===== src/rtl/ldm_stm_seq.sv =====
// ldm_stm_seq: ARMv4 LDM/STM block-transfer sequencer.
// Walks a register list, issues one memory word per register, optional base writeback.
module ldm_stm_seq #(
    parameter int ADDR_W     = 32,
    parameter int WORD_BYTES = 4
) (
    input  logic              clk,
    input  logic              rst,
    input  logic              start,
    input  logic              is_load,
    input  logic              up,
    input  logic              pre,
    input  logic              wback,
    input  logic [3:0]        base_idx,
    input  logic [ADDR_W-1:0] base_addr,
    input  logic [15:0]       reg_list,
    output logic              busy,
    output logic              done,
    output logic              mem_req,
    output logic              mem_we,
    output logic [ADDR_W-1:0] mem_addr,
    output logic [ADDR_W-1:0] mem_wdata,
    input  logic              mem_ack,
    input  logic [ADDR_W-1:0] mem_rdata,
    output logic [3:0]        reg_ridx,
    input  logic [ADDR_W-1:0] reg_rdata,
    output logic [3:0]        reg_widx,
    output logic [ADDR_W-1:0] reg_wdata,
    output logic              latch_reg
);

    typedef enum logic [1:0] {
        IDLE,
        XFER,
        WB,
        DONE
    } state_t;

    localparam logic [ADDR_W-1:0] STEP = ADDR_W'(WORD_BYTES);

    state_t            state;
    state_t            state_n;
    logic [15:0]       list_q;
    logic [15:0]       list_n;
    logic [15:0]       rem;
    logic [ADDR_W-1:0] addr_q;
    logic [ADDR_W-1:0] addr_n;
    logic [ADDR_W-1:0] fin_q;
    logic [ADDR_W-1:0] fin_n;
    logic [ADDR_W-1:0] span;
    logic              ld_q;
    logic              wb_q;
    logic              bin_q;
    logic [3:0]        bidx_q;
    logic [4:0]        cnt;
    logic [3:0]        cur;
    logic              accept;

    // Store data always comes straight from the register bank read port.
    assign mem_wdata = reg_rdata;

    // Number of listed registers and the byte span they cover.
    always_comb begin
        cnt = '0;
        for (int i = 0; i < 16; i++) begin
            cnt = cnt + {4'b0, reg_list[i]};
        end
        span = ADDR_W'(cnt) * STEP;
    end

    // Lowest remaining register is always the next one transferred.
    always_comb begin
        cur = '0;
        for (int i = 15; i >= 0; i--) begin
            if (list_q[i]) begin
                cur = 4'(i);
            end
        end
        rem = list_q & ~(16'd1 << cur);
    end

    // State and transfer context registers.
    always_ff @(posedge clk) begin
        if (rst) begin
            state  <= IDLE;
            list_q <= '0;
            addr_q <= '0;
            fin_q  <= '0;
            ld_q   <= 1'b0;
            wb_q   <= 1'b0;
            bin_q  <= 1'b0;
            bidx_q <= '0;
        end else begin
            state  <= state_n;
            list_q <= list_n;
            addr_q <= addr_n;
            fin_q  <= fin_n;
            if (accept) begin
                ld_q   <= is_load;
                wb_q   <= wback;
                bin_q  <= reg_list[base_idx];
                bidx_q <= base_idx;
            end
        end
    end

    // Next-state and output decode.
    always_comb begin
        state_n   = state;
        list_n    = list_q;
        addr_n    = addr_q;
        fin_n     = fin_q;
        accept    = 1'b0;
        busy      = 1'b0;
        done      = 1'b0;
        mem_req   = 1'b0;
        mem_we    = 1'b0;
        mem_addr  = '0;
        reg_ridx  = '0;
        reg_widx  = '0;
        reg_wdata = '0;
        latch_reg = 1'b0;
        unique case (state)
            IDLE: begin
                if (start) begin
                    accept = 1'b1;
                    list_n = reg_list;
                    fin_n  = up ? base_addr + span : base_addr - span;
                    unique case ({up, pre})
                        2'b11:   addr_n = base_addr + STEP;
                        2'b10:   addr_n = base_addr;
                        2'b01:   addr_n = base_addr - span;
                        default: addr_n = base_addr - span + STEP;
                    endcase
                    state_n = (cnt == 5'd0) ? DONE : XFER;
                end
            end
            XFER: begin
                busy     = 1'b1;
                mem_req  = 1'b1;
                mem_we   = !ld_q;
                mem_addr = addr_q;
                reg_ridx = cur;
                if (mem_ack) begin
                    if (ld_q) begin
                        latch_reg = 1'b1;
                        reg_widx  = cur;
                        reg_wdata = mem_rdata;
                    end
                    list_n = rem;
                    addr_n = addr_q + STEP;
                    if (rem == 16'd0) begin
                        // A loaded base wins over the writeback value.
                        if (wb_q && !(ld_q && bin_q)) begin
                            state_n = WB;
                        end else begin
                            state_n = DONE;
                        end
                    end
                end
            end
            WB: begin
                busy      = 1'b1;
                latch_reg = 1'b1;
                reg_widx  = bidx_q;
                reg_wdata = fin_q;
                state_n   = DONE;
            end
            DONE: begin
                done    = 1'b1;
                state_n = IDLE;
            end
            default: state_n = IDLE;
        endcase
        // Reset aborts at once: no write or request in the reset cycle.
        if (rst) begin
            latch_reg = 1'b0;
            mem_req   = 1'b0;
        end
    end

endmodule


===== config.mk =====
export PLATFORM = sky130hd
export DESIGN_NAME = ldm_stm_seq
export DESIGN_NICKNAME = d
export VERILOG_FILES = /design/src/rtl/ldm_stm_seq.sv
export SDC_FILE = /design/constraint.sdc
export NUM_CORES = 1
export LEC_CHECK = 0
export BUFFER_PORTS_ARGS = -buffer_cell sky130_fd_sc_hd__buf_2
export CAP_MARGIN = 0
export CORE_ASPECT_RATIO = 1.1
export CORE_MARGIN = 2
export CORE_UTILIZATION = 60
export CTS_BUF_LIST = sky130_fd_sc_hd__clkbuf_2 sky130_fd_sc_hd__clkbuf_4 sky130_fd_sc_hd__clkbuf_8
export CTS_CLUSTER_DIAMETER = 200
export CTS_CLUSTER_SIZE = 24
export DETAILED_ROUTE_END_ITERATION = 7
export PLACE_DENSITY_LB_ADDON = 0.2
export REMOVE_ABC_BUFFERS = 1
export SYNTH_ARGS = -nofsm -noshare
export SYNTH_HDL_FRONTEND = slang
export SYNTH_SLANG_ARGS = --single-unit

===== constraint.sdc =====
create_clock -name clk -period 15.22 [get_ports clk]
set_clock_uncertainty 0.15 [all_clocks]
set_input_delay 3.044 -clock clk [delete_from_list [all_inputs] [get_ports clk]]
set_output_delay 3.044 -clock clk [all_outputs]
set_load 0.01 [all_outputs]

# Yosys cells after proc, flatten, opt, wreduce, memory -nomap -nowiden
# Index checks and enable logic that the tools add are counted.
op_classes:
  shift: 1
  n_addsub: 20
  n_reduce_logical: 12
  n_mux: 51
  n_eq_ne: 9
  bitwise: 2
  order_cmp: 1
op_table:
  columns: ["operator", "n"]
  rows:
  - ["two-way mux 32 bit", 6]
  - ["one-hot mux 32 bit (2 select lines)", 2]
  - ["adder 32 x 3 -> 32 bit, second input constant", 3]
  - ["one-hot mux 32 bit (3 select lines)", 1]
  - ["two-way mux 4 bit", 19]
  - ["adder 5 x 1 -> 5 bit", 11]
  - ["adder 32 x 7 -> 32 bit", 1]
  - ["two-way mux 16 bit", 2]
  - ["one-hot mux 16 bit (2 select lines)", 1]
  - ["subtractor 32 x 7 -> 32 bit", 1]
  - ["bitwise AND 16 bit", 1]
  - ["zero test 16 bit", 1]
  - ["NOT 16 bit", 1]
  - ["left shift 1 x 4 -> 16 bit, first input constant", 1]
  - ["two-way mux 1 bit", 12]
  - ["== test 2 bit, second input constant", 4]
  - ["two-way mux 2 bit", 4]
  - ["one-hot mux 2 bit (4 select lines)", 1]
  - ["one-hot mux 4 bit (2 select lines)", 1]
  - ["!= test 2 bit, second input constant", 3]
  - ["AND reduction 3 bit", 2]
  - ["adder 4 x 1 -> 5 bit", 1]
  - ["zero test 5 bit", 1]
  - ["less-than comparator 4 x 5 -> 1 bit, second input constant", 1]
  - ["12 further kinds", 15]
totals:
  out_inout_bits: 109
  regBits: 89

# Depth between registers and ports, before layout
# Gate-level depths: netlist of run 1.
logic_depth:
  word_depth: 23
  depth_mapped: 25
  depth_no_buf: 23

# Least setup slack after synthesis of run 1
# No wires, ideal clock.
synth_timing:
  path_kind: "input-to-reg"
  start: "input reg_list[0]"
  end: "register addr_q[29]"
  path_slack_ps: 5836
  path_stages: 22
  t_arrival_ps: 9112
  n_path_buf: 1
  path_cell_list: "inv_1 > fa_1 > fa_1 > fa_1 > fa_1 > inv_1 > ha_1 > inv_1 > fa_1 > nor2b_1 > o21ai_0 > ha_1 > or4_4 > or3_4 > or4_4 > xnor2_2 > o21ai_1 > or4b_1 > buf_2 > or4_1 > a21oi_1 > o21ai_0"
synth_via:
  elab_chain_len: 20
synth_rtl:
  columns: ["element", "line_no", "rtl"]
  rows:
  - ["start: declaration", "16", "input logic [15:0] reg_list,"]
  - ["adder 1 x 1 -> 2 bit *", "66", "cnt = cnt + {4'b0, reg_list[i]};"]
  - ["adder 2 x 1 -> 3 bit *", "66", null]
  - ["adder 3 x 1 -> 4 bit *", "66", null]
  - ["adder 4 x 1 -> 5 bit *", "66", null]
  - ["adder 5 x 1 -> 5 bit * (11 in a row)", "66", null]
  - ["subtractor 32 x 7 -> 32 bit *", "132, 133", null]
  - ["adder 32 x 3 -> 32 bit", "133", "default: addr_n = base_addr - span + STEP;"]
  - ["one-hot mux 32 bit (3 select lines) *", "129", "unique case ({up, pre})"]
  - ["two-way mux 32 bit *", "125", "if (start) begin"]
  - ["one-hot mux 32 bit (2 select lines) *", "123", "unique case (state)"]
  - ["end signal: assignment", "96", "addr_q <= addr_n;"]
  - ["end: declaration", "46", "logic [ADDR_W-1:0] addr_q;"]
# Every way passes the cells marked *; elsewhere a longest branch is shown, timed or not. The select of a mux whose other input is x is not followed.
# A chain may end at the register's enable or synchronous reset.

# Worst setup path after layout of run 1
# Same ends and word-level chain as after synthesis.

==> metrics, run 1 <==
RR Endpoint=state[0]; Synth Area per Inst=~7 µm²; synth top area cells=dfxtp_1 19%, nand2_1 6.9%, a21oi_1 6.8%; Period minus WS final=approximately 9.6 ns; Root Buffer Master=clkbuf_8; Pwr per Cell Area=between 150 and 200 nW/µm²; Peak VDD IR=roughly 0.093 mV; Num CTS Buffers=9; Post-CTS Resized=0; Final HPWL DP=approximately 25 mm; Max-cap violations=0; total number of vias=10830; Starting Density=between 60% and 70%; final hold vios=0; ys flop type=dfxtp_1; met3 usage in global routing=approximately 8.4%; post-placement cell area=about 10000 µm²; largest family of logic cells by synthesized area=simple AND/OR/NAND/NOR gates; Post-Synth Adder-Cell Area=under 10%; register bit total from synthesis=89; Tot Pwr=0.001751 W; DRT Pass-1 Iters=6; ys async rst share=0%; Core ar.=15680 µm²; P_leak=4.111 nW; worst slew pin tran=1.190 ns; CTS Buffer Depth=2; relative slew slack=between 20% and 30%; all-layer global routing usage=between 30% and 40%; WL/cell=between 15 and 20 µm; CP arrival=slightly below 10 ns; Core Rows=48; Final period util=63.31%; routability congestion estimate=around 0.95; met1 Use GR=between 40 and 50%; most frequent cells in the layout=176 x nand2_1, 168 x buf_2, 144 x nor2_1; Cells after Synth=between 1000 and 1500; Ports=between 200 and 250; post-synthesis xor/xnor area fraction=under 10%; Post-Syn Area=9614 µm²; Most Crowded Layer GR=met2; CP Capture Type=register; cell taking the most area after synthesis=dfxtp_1; worst r2r path cells=10; Cell variety after synth=just over 80; maximum clock frequency=0.1038 GHz; Setup crit start kind=input pin; initial antenna violation count=0; Initial DRC Count=approximately 1100; Design Area, Final=about 10000 µm²; clk_lat worst skew=0.39 ns; die width=approximately 120 µm; worst hold stages=2; met2 Usage GRT=around two thirds; number of global-route vias before repair=just under 10000; post-synthesis mux area share=2.564%; DRT Wirelength=33.27 mm; run status=complete, no violations; min-delay worst type=register to register; IO buf count=between 150 and 200; CP Class=input pin to register; most common cell after layout, fill and taps aside=nand2_1; total grt overflow=0; DRC=0; CTS tree=done; start of the worst register-to-register path=list_q[14]; Die H=approximately 140 µm; cts hold-fix bufs=0; # clock sinks=89; share of cells above drive strength 1=between 15 and 20%; largest net degree at the start of global routing=80; Antenna Cells=0; post-route ant nets=0; Yosys top cell area share=between 10% and 20%; Clock transition at path regs=~0.09 ns; sequential area share after synthesis=18.53%; HP Start=fin_q[16]; die area=roughly 17000 µm²; reg2reg setup slack=~11 ns; Simple-Gate Fraction of Synth Area=between 20 and 30%; max-slew violation count=0; Hold EP=fin_q[16]; # fillers=~1500; Post-CTS Setup Bufs=0; Synth Area in Compound Gates=27.06%; Syn-to-layout area delta=8.277%; H-tree depth=3; Post-synth EDFFs=0; Fin Setup TNS=0 ns; first-pass GRT wire length=around 52 mm; Crit path required time=roughly 15 ns; DR vias/cell=6.497; Setup-failing EPs final=0; RSZ-0062 raised after global routing=no; peak fanout along the critical path=10; yosys warns=0; Final nets=about 1600
stage by stage:
| stage | setup WS (ns) | util, % | hold WS, ns | std cells |
|---|---|---|---|---|
| 3_5_place_dp | 5.221 | 65.14 | 0.2982 | 1652 |
| 6_report | 5.585 | 66.41 | 0.3085 | 1667 |
| 2_1_floorplan | 5.311 | - | 0.2712 | 1264 |
| 4_1_cts | 5.608 | 66.41 | 0.3103 | 1667 |
| 5_1_grt | 5.149 | 66.41 | 0.3327 | 1667 |
| 3_3_place_gp | 5.369 | 65.14 | 0.2891 | 1652 |
flip-flops by register name, summed over array words and instances (netlist names):
name / cells
bidx_q: 4
state: 2
list_q: 16
wb_q: 1
ld_q: 1
fin_q: 32
addr_q: 32
bin_q: 1
critical path, stage by stage:
cell       delay, ns
buf_2           0.08
inv_1           0.07
fa_1            0.58
fa_1            0.45
fa_1            0.48
fa_1            0.50
inv_1           0.04
ha_1            0.18
inv_1           0.07
fa_1            0.20
nor2b_1         0.05
o21ai_0         0.35
inv_1           0.12
ha_1            0.43
o2111ai_1       0.27
or4_1           0.68
nor4_1          0.48
o21ai_1         0.17
or4b_1          0.71
or4_1           0.56
a21oi_1         0.15
o21ai_0         0.09
cell usage after synthesis (15+ instances only):
library cell	count
a211oi_1	18
a21oi_1	131
a22oi_1	42
a31oi_1	16
and2_1	30
and3_1	16
buf_4	33
clkbuf_1	94
dfxtp_1	89
ha_1	26
inv_1	63
nand2_1	176
nand2b_1	15
nand3_1	32
nand4_1	17
nor2_1	144
nor3_1	41
nor4_1	17
o21ai_0	71
o31ai_1	15
or3_1	16
xnor2_1	50
xor2_1	26
layout make-up:
| cell class | instances | area (µm²) | area share (%) |
|---|---|---|---|
| Multi-Input combinational cell | 1111 | 6948 | 66.74 |
| Sequential cell | 89 | 1782 | 17.12 |
| Timing Repair Buffer | 188 | 991.0 | 9.519 |
| Tap cell | 200 | 250.2 | 2.404 |
| Inverter | 64 | 240.2 | 2.308 |
| Clock buffer | 11 | 145.1 | 1.394 |
| Clock inverter | 4 | 53.80 | 0.5168 |
power by group:
group	switching (W)	leakage, nW	internal, W	total, W
Clock	0.0000929	0.0950	0.0000817	0.000175
Combinational	0.000768	3.28	0.000420	0.00119
Sequential	0.0000825	0.731	0.000306	0.000388
Total	0.000943	4.11	0.000808	0.00175
kinds of logic after synthesis:
logic type	Yosys count
xor+xnor	77
simple gates	572
flops	89
fa+ha+maj	40
mux	18
compound gates	404
buf+inv	205
routing by layer:
| layer | up-vias | share of wire (%) |
|---|---|---|
| met3 | 96 | 8.2 |
| met4 | 4 | 4.2 |
| met1 | 5062 | 39 |
| met2 | 556 | 48 |
| met5 | - | 0.26 |
| li1 | 5112 | - |
worst max path at each step:
| stage | from | endpoint | slack, ns | cells past startpoint |
|---|---|---|---|---|
| after global routing | reg_list[0] | addr_q[29] | 5.15 | 22 |
| after CTS | reg_list[0] | addr_q[29] | 5.61 | 22 |
| after detailed placement | reg_list[0] | addr_q[29] | 5.22 | 22 |
| after floorplan | reg_list[0] | addr_q[29] | 5.31 | 20 |
| after global placement | reg_list[0] | addr_q[29] | 5.37 | 22 |
| final | reg_list[0] | addr_q[29] | 5.58 | 22 |
(Power assumes the default switching activity.)
==> inputs of run 2 (changes only) <==
--- a/config.mk
+++ b/config.mk
@@ -9,7 +9,7 @@
 export CAP_MARGIN = 0
 export CORE_ASPECT_RATIO = 1.1
 export CORE_MARGIN = 2
-export CORE_UTILIZATION = 60
+export CORE_UTILIZATION = 57
 export CTS_BUF_LIST = sky130_fd_sc_hd__clkbuf_2 sky130_fd_sc_hd__clkbuf_4 sky130_fd_sc_hd__clkbuf_8
 export CTS_CLUSTER_DIAMETER = 200
 export CTS_CLUSTER_SIZE = 24
==> constraint.sdc (replaced) <==
create_clock -name clk -period 9.1 [get_ports clk]
set_clock_uncertainty 0.15 [all_clocks]
set_input_delay 1.82 -clock clk [delete_from_list [all_inputs] [get_ports clk]]
set_output_delay 1.82 -clock clk [all_outputs]
set_load 0.01 [all_outputs]
==> run 2 against run 1 <==
Setup slack worse by 4.9 ns. Final cell count up 0.72%. Die area up 5.1%. Utilization down 2.6 points. Critical path depth unchanged. Cell area up 0.72%. Flip-flop and latch count unchanged. Power up 68%. Register-to-register slack worse by 6.1 ns. Critical endpoint is now addr_q[31].
==> metrics, run 2 (synthesis results as in run 1) <==
Final period util=between 90% and 100%; Syn-to-layout area delta=9.058%; cts hold-fix bufs=0 (unchanged); Initial DRC Count=951 (-13%); RR Endpoint=state[0]; total number of vias=10820 (-0.11%); all-layer global routing usage=36.00% (-1.6 points); Hold EP=addr_q[1]; Design Area, Final=10490 µm² (+0.72%); # clock sinks=89 (unchanged); worst r2r path cells=9 (-1); largest net degree at the start of global routing=79 (-1.3%); Die H=140.2 µm (+2.5%); relative slew slack=26.07% (+5.4 points); Max-cap violations=0 (unchanged); Post-Route M1 WL=13.18 mm (+1.2%); total grt overflow=0 (unchanged); reg2reg setup slack=5.01 ns (-6.05 ns); Crit path required time=9.23 ns (-6.12 ns); number of global-route vias before repair=10120 (+3.2%); WL met2=15.74 mm (-1.9%); Fin Setup TNS=0 ns (unchanged); run status=complete, no violations; post-route ant nets=0 (unchanged); Core Rows=49 (+2.1%); HP Start=addr_q[1]; Final HPWL DP=24.83 mm (-0.45%); final worst slack=0.6681 ns (-4.917 ns); Final nets=1634 (+0.55%); Peak VDD IR=0.1934 mV (+110%); worst slew pin tran=1.108 ns (-0.08215 ns); area occupied by multi-input gates=6948 µm² (unchanged); WHS=0.3022 ns (-0.006328 ns); Setup-failing EPs final=0 (unchanged); maximum clock frequency=~0.12 GHz; min-delay worst type=register to register; Num CTS Buffers=9 (unchanged); first-pass GRT wire length=51.71 mm (about the same); share of cells above drive strength 1=16.75% (+0.45 points); DRC=0 (unchanged); most common cell after layout, fill and taps aside=nand2_1; final hold vios=0 (unchanged); post-placement cell area=10280 µm² (+0.71%); CP arrival=8.56 ns (-1.20 ns); Post-CTS Setup Bufs=0 (unchanged); CTS tree=done; Top Layer Used=met5; IO buf count=168 (unchanged); Starting Density=58.51% (-2.8 points); Clock transition at path regs=0.10 ns (about the same); clk_lat worst skew=0.38 ns (about the same); routed wl met3=2.578 mm (-5.2%); peak fanout along the critical path=10 (unchanged); die area=17920 µm² (+5.1%); DRT Pass-1 Iters=7 (+1); CP Capture Type=register; Core ar.=16430 µm² (+4.8%); DR vias/cell=6.443 (-0.82%); H-tree depth=3 (unchanged); CTS Buffer Depth=2 (unchanged); start of the worst register-to-register path=list_q[0]; routability congestion estimate=0.9927 (+4.6%); pre-CTS setup slack=0.3771 ns (-4.844 ns); # fillers=1614 (+7.2%); Ports=233 (unchanged); Largest regs=addr_q x32, fin_q x32, list_q x16; worst hold stages=2 (unchanged); RSZ-0062 raised after global routing=no; P_leak=4.164 nW (+1.3%); most frequent cells in the layout=176 x nand2_1, 168 x buf_2, 144 x nor2_1; Antenna Cells=0 (unchanged); Post-CTS Resized=0 (unchanged); sequential cell area=1782 µm² (unchanged); initial antenna violation count=0 (unchanged); WL/cell=19.63 µm (-1.6%); Period minus WS final=8.432 ns; CP Class=input pin to register; Setup crit start kind=input pin; Root Buffer Master=clkbuf_8; Pwr per Cell Area=280.9 nW/µm² (+67%); max-slew violation count=0 (unchanged); die width=127.8 µm (+2.5%); DRT Wirelength=32.97 mm (-0.91%)
[run 2: how the worst max path moves through the flow]
stage,from,end,slack (ns),depth (start not counted)
2_1_floorplan,reg_list[0],addr_q[29],0.42,20
3_3_place_gp,reg_list[0],addr_q[29],0.50,22
6_report,reg_list[0],addr_q[31],0.67,22
5_1_grt,reg_list[0],addr_q[29],0.32,22
3_5_place_dp,reg_list[0],addr_q[31],0.38,22
4_1_cts,reg_list[0],addr_q[31],0.74,22
[run 2: layout make-up]
type,instances,share of cell area (%)
repair buffers,197,10.10
well taps,204,2.434
multi-input cells,1111,66.26
clock inverters,4,0.6683
inverters,64,2.291
flip-flops and latches,89,16.99
clock buffers,10,1.253
[run 2: worst max-delay path, stage by stage]
cell and delay [ns]:
buf_2 0.09, inv_1 0.06, fa_1 0.57, fa_1 0.45, fa_1 0.50, fa_1 0.49
inv_1 0.04, ha_1 0.18, inv_1 0.07, fa_1 0.20, nor2b_1 0.06, o21ai_0 0.35
inv_1 0.12, ha_1 0.42, o2111ai_1 0.25, or4_1 0.67, nor4_1 0.48, o21ai_1 0.17
or4b_1 0.72, nor4_4 0.31, xnor2_1 0.13, a2111oi_2 0.39
[run 2: per-layer routing]
metal  vias up  track usage, %
met4         2           16.66
li1       5111               -
met1      5063           43.66
met3       102           7.448
met5         -           3.641
met2       540           60.57
[run 2: power by group]
part           total, W  internal, W  leakage (nW)  switching, W
Combinational   0.00199     0.000716          3.33       0.00128
Clock          0.000305     0.000154         0.105      0.000150
Sequential     0.000645     0.000511         0.731      0.000134
Total           0.00294      0.00138          4.16       0.00156
[run 2: stage by stage]
step                      cells  util, %  total power (W)
final                      1679    63.81         0.002945
after global routing       1679    63.81         0.003189
after CTS                  1679    63.81         0.002928
after detailed placement   1665    62.59         0.002608
after global placement     1665    62.59         0.002589
after floorplan            1264        -         0.001986
==> inputs of run 3 (changes only) <==
--- a/config.mk
+++ b/config.mk
@@ -14,7 +14,7 @@
 export CTS_CLUSTER_DIAMETER = 200
 export CTS_CLUSTER_SIZE = 24
 export DETAILED_ROUTE_END_ITERATION = 7
-export PLACE_DENSITY_LB_ADDON = 0.2
+export PLACE_DENSITY_LB_ADDON = 0.1
 export REMOVE_ABC_BUFFERS = 1
 export SYNTH_ARGS = -nofsm -noshare
 export SYNTH_HDL_FRONTEND = slang
==> run 3 against run 2 <==
Die area is the same. Sequential share of layout area barely moved. Final cell count did not move. Power about the same. Critical path type unchanged. Largest cell class unchanged. Highest routed layer unchanged.
==> metrics, run 3 (synthesis results as in run 1) <==
cts hold-fix bufs=0 (unchanged); Core Rows=49 (unchanged); Fin Setup TNS=0 ns (unchanged); worst stage delay on the critical path=0.73 ns (about the same); Period minus WS final=8.487 ns (+0.05468 ns); number of global-route vias before repair=9720 (-4.0%); # clock sinks=89 (unchanged); worst slew pin tran=1.182 ns (+0.07390 ns); die width=127.8 µm (unchanged); Post-CTS Setup Bufs=0 (unchanged); Ports=233 (unchanged); IO buf count=168 (unchanged); top cell family by delay on the critical path=adder cells; total number of vias=10840 (+0.19%); H-tree depth=3 (unchanged); Clock Power Share=11.0% (+0.7 points); clk_lat worst skew=0.39 ns (about the same); P_leak=4.162 nW (about the same); Psw=0.001555 W (-0.55%); maximum clock frequency=0.1178 GHz (-0.65%); Core ar.=16430 µm² (unchanged); DRT Wirelength=33.11 mm (+0.42%); CTS Buffer Depth=2 (unchanged); routability congestion estimate=0.9668 (-2.6%); largest net degree at the start of global routing=79 (unchanged); Peak VDD IR=0.1906 mV (-1.4%); Max-cap violations=0 (unchanged); buffers plus inverters on the worst setup path=5 (unchanged); Final HPWL DP=24.77 mm (-0.24%); Clock transition at path regs=0.09 ns (about the same); Root Buffer Master=clkbuf_8; Final period util=93.26% (+0.60 points); Num CTS Buffers=9 (unchanged); CP arrival=8.62 ns (+0.06 ns); crit path cell chain=buf_2, inv_1, fa_1, fa_1, fa_1, fa_1, inv_1, ha_1, a21o_1, a21oi_1, xor2_1, inv_1, ha_1, a2111oi_2, buf_4, or4_1, nor4_1, o21ai_1, or4b_1, or4_1, a21oi_1, o21ai_0; DRC=0 (unchanged); WL/cell=19.72 µm (+0.42%); Crit path required time=9.23 ns (about the same); peak fanout along the critical path=10 (unchanged); final hold vios=0 (unchanged); sequential cell area=1782 µm² (unchanged); Logic pwr share=67.0% (-0.7 points); most used cell, CP=fa_1; Starting Density=58.51% (unchanged); total grt overflow=0 (unchanged); min-delay worst type=register to register; first-pass GRT wire length=51.52 mm (-0.37%); Setup crit start kind=input pin; post-route ant nets=0 (unchanged); DR vias/cell=6.456 (+0.19%); area occupied by multi-input gates=6948 µm² (unchanged); Largest regs=addr_q x32, fin_q x32, list_q x16; Slowest cell on crit path=or4b_1; initial antenna violation count=0 (unchanged); Pwr per Cell Area=280.4 nW/µm² (-0.17%); max-slew violation count=0 (unchanged); relative slew slack=21.23% (-4.8 points); Die H=140.2 µm (unchanged); RSZ-0062 raised after global routing=no; post-placement cell area=10270 µm² (-0.15%); Syn-to-layout area delta=9.188%; run status=complete, no violations; CP Class=input pin to register; DRT Pass-1 Iters=6 (-1); share of cells above drive strength 1=16.75% (unchanged); sequential power share=22.0% (about the same); all-layer global routing usage=36.07% (+0.077 points); Initial DRC Count=1163 (+22%); CP Capture Type=register; Antenna Cells=0 (unchanged); most common cell after layout, fill and taps aside=nand2_1; Setup-failing EPs final=0 (unchanged); CTS tree=done; Design Area, Final=10500 µm² (+0.12%); # fillers=1602 (-0.74%); Internal Power=0.001388 W (+0.52%); Post-CTS Resized=0 (unchanged); Final nets=1632 (-0.12%); most frequent cells in the layout=176 x nand2_1, 168 x buf_2, 144 x nor2_1; die area=17920 µm² (unchanged); Sw Share=52.84% (-0.27 points)
==> run 3: cell count changes in the layout (fill, tap and decap cells not counted) <==
cell / previous run / this run
clkbuf_8: 9 / 10
clkinvlp_4: 0 / 1
clkinv_4: 0 / 1
buf_4: 29 / 27
clkinv_2: 2 / 0
clkbuf_4: 1 / 2
==> run 3: power groups by stage <==
stage                     Sequential [W]  Clock, W  Combinational, W
after global placement          0.000649         0           0.00192
after floorplan                 0.000605         0           0.00138
after global routing            0.000662  0.000342           0.00218
after CTS                       0.000642  0.000328           0.00194
after detailed placement        0.000651         0           0.00193
final                           0.000647  0.000325           0.00197
==> run 3: cell type report <==
cell class,instances,area share (%)
inverters,64,2.288
flip-flops and latches,89,16.97
multi-input cells,1111,66.19
repair buffers,195,9.940
well taps,204,2.431
clock buffers,12,1.454
clock inverters,4,0.7271
==> run 3: worst register-to-register path, delay by kind of cell, from the launching register on <==
| family | cells | cell delay, ns |
|---|---|---|
| DFF | 1 | 0.45 |
| and+or+nand+nor | 1 | 0.06 |
| AOI/OAI and AO/OA | 8 | 3.27 |
| buffers and inverters | 1 | 0.19 |
==> run 3: stage by stage <==
step / power, W / setup slack [ns] / instances / util, % / hold slack (ns)
finish: 0.002943 / 0.6134 / 1679 / 63.89 / 0.3043
global route: 0.003184 / 0.3068 / 1679 / 63.89 / 0.3197
CTS: 0.002914 / 0.6934 / 1679 / 63.89 / 0.3020
detailed placement: 0.002583 / 0.3059 / 1663 / 62.50 / 0.2899
global placement: 0.002568 / 0.4685 / 1663 / 62.50 / 0.2871
floorplan: 0.001986 / 0.4153 / 1264 / - / 0.2712
==> run 3: final timing paths <==
kind                                  start          to  slack [ns]  depth (start not counted)
worst max-delay path            reg_list[0]  addr_q[29]        0.61                         22
worst min-delay path              addr_q[1]   addr_q[1]        0.30                          2
worst max register to register   list_q[14]    state[0]        4.90                         10
worst min register to register    addr_q[1]   addr_q[1]        0.30                          2
==> run 3: layer usage <==
| metal | up-vias | GRT usage (%) | part of all wire [%] |
|---|---|---|---|
| li1 | 5130 | - | - |
| met1 | 5069 | 44.29 | 40 |
| met2 | 555 | 60.26 | 48 |
| met3 | 83 | 8.442 | 8.5 |
| met4 | 2 | 15.04 | 3.8 |
| met5 | - | 2.521 | 0.20 |
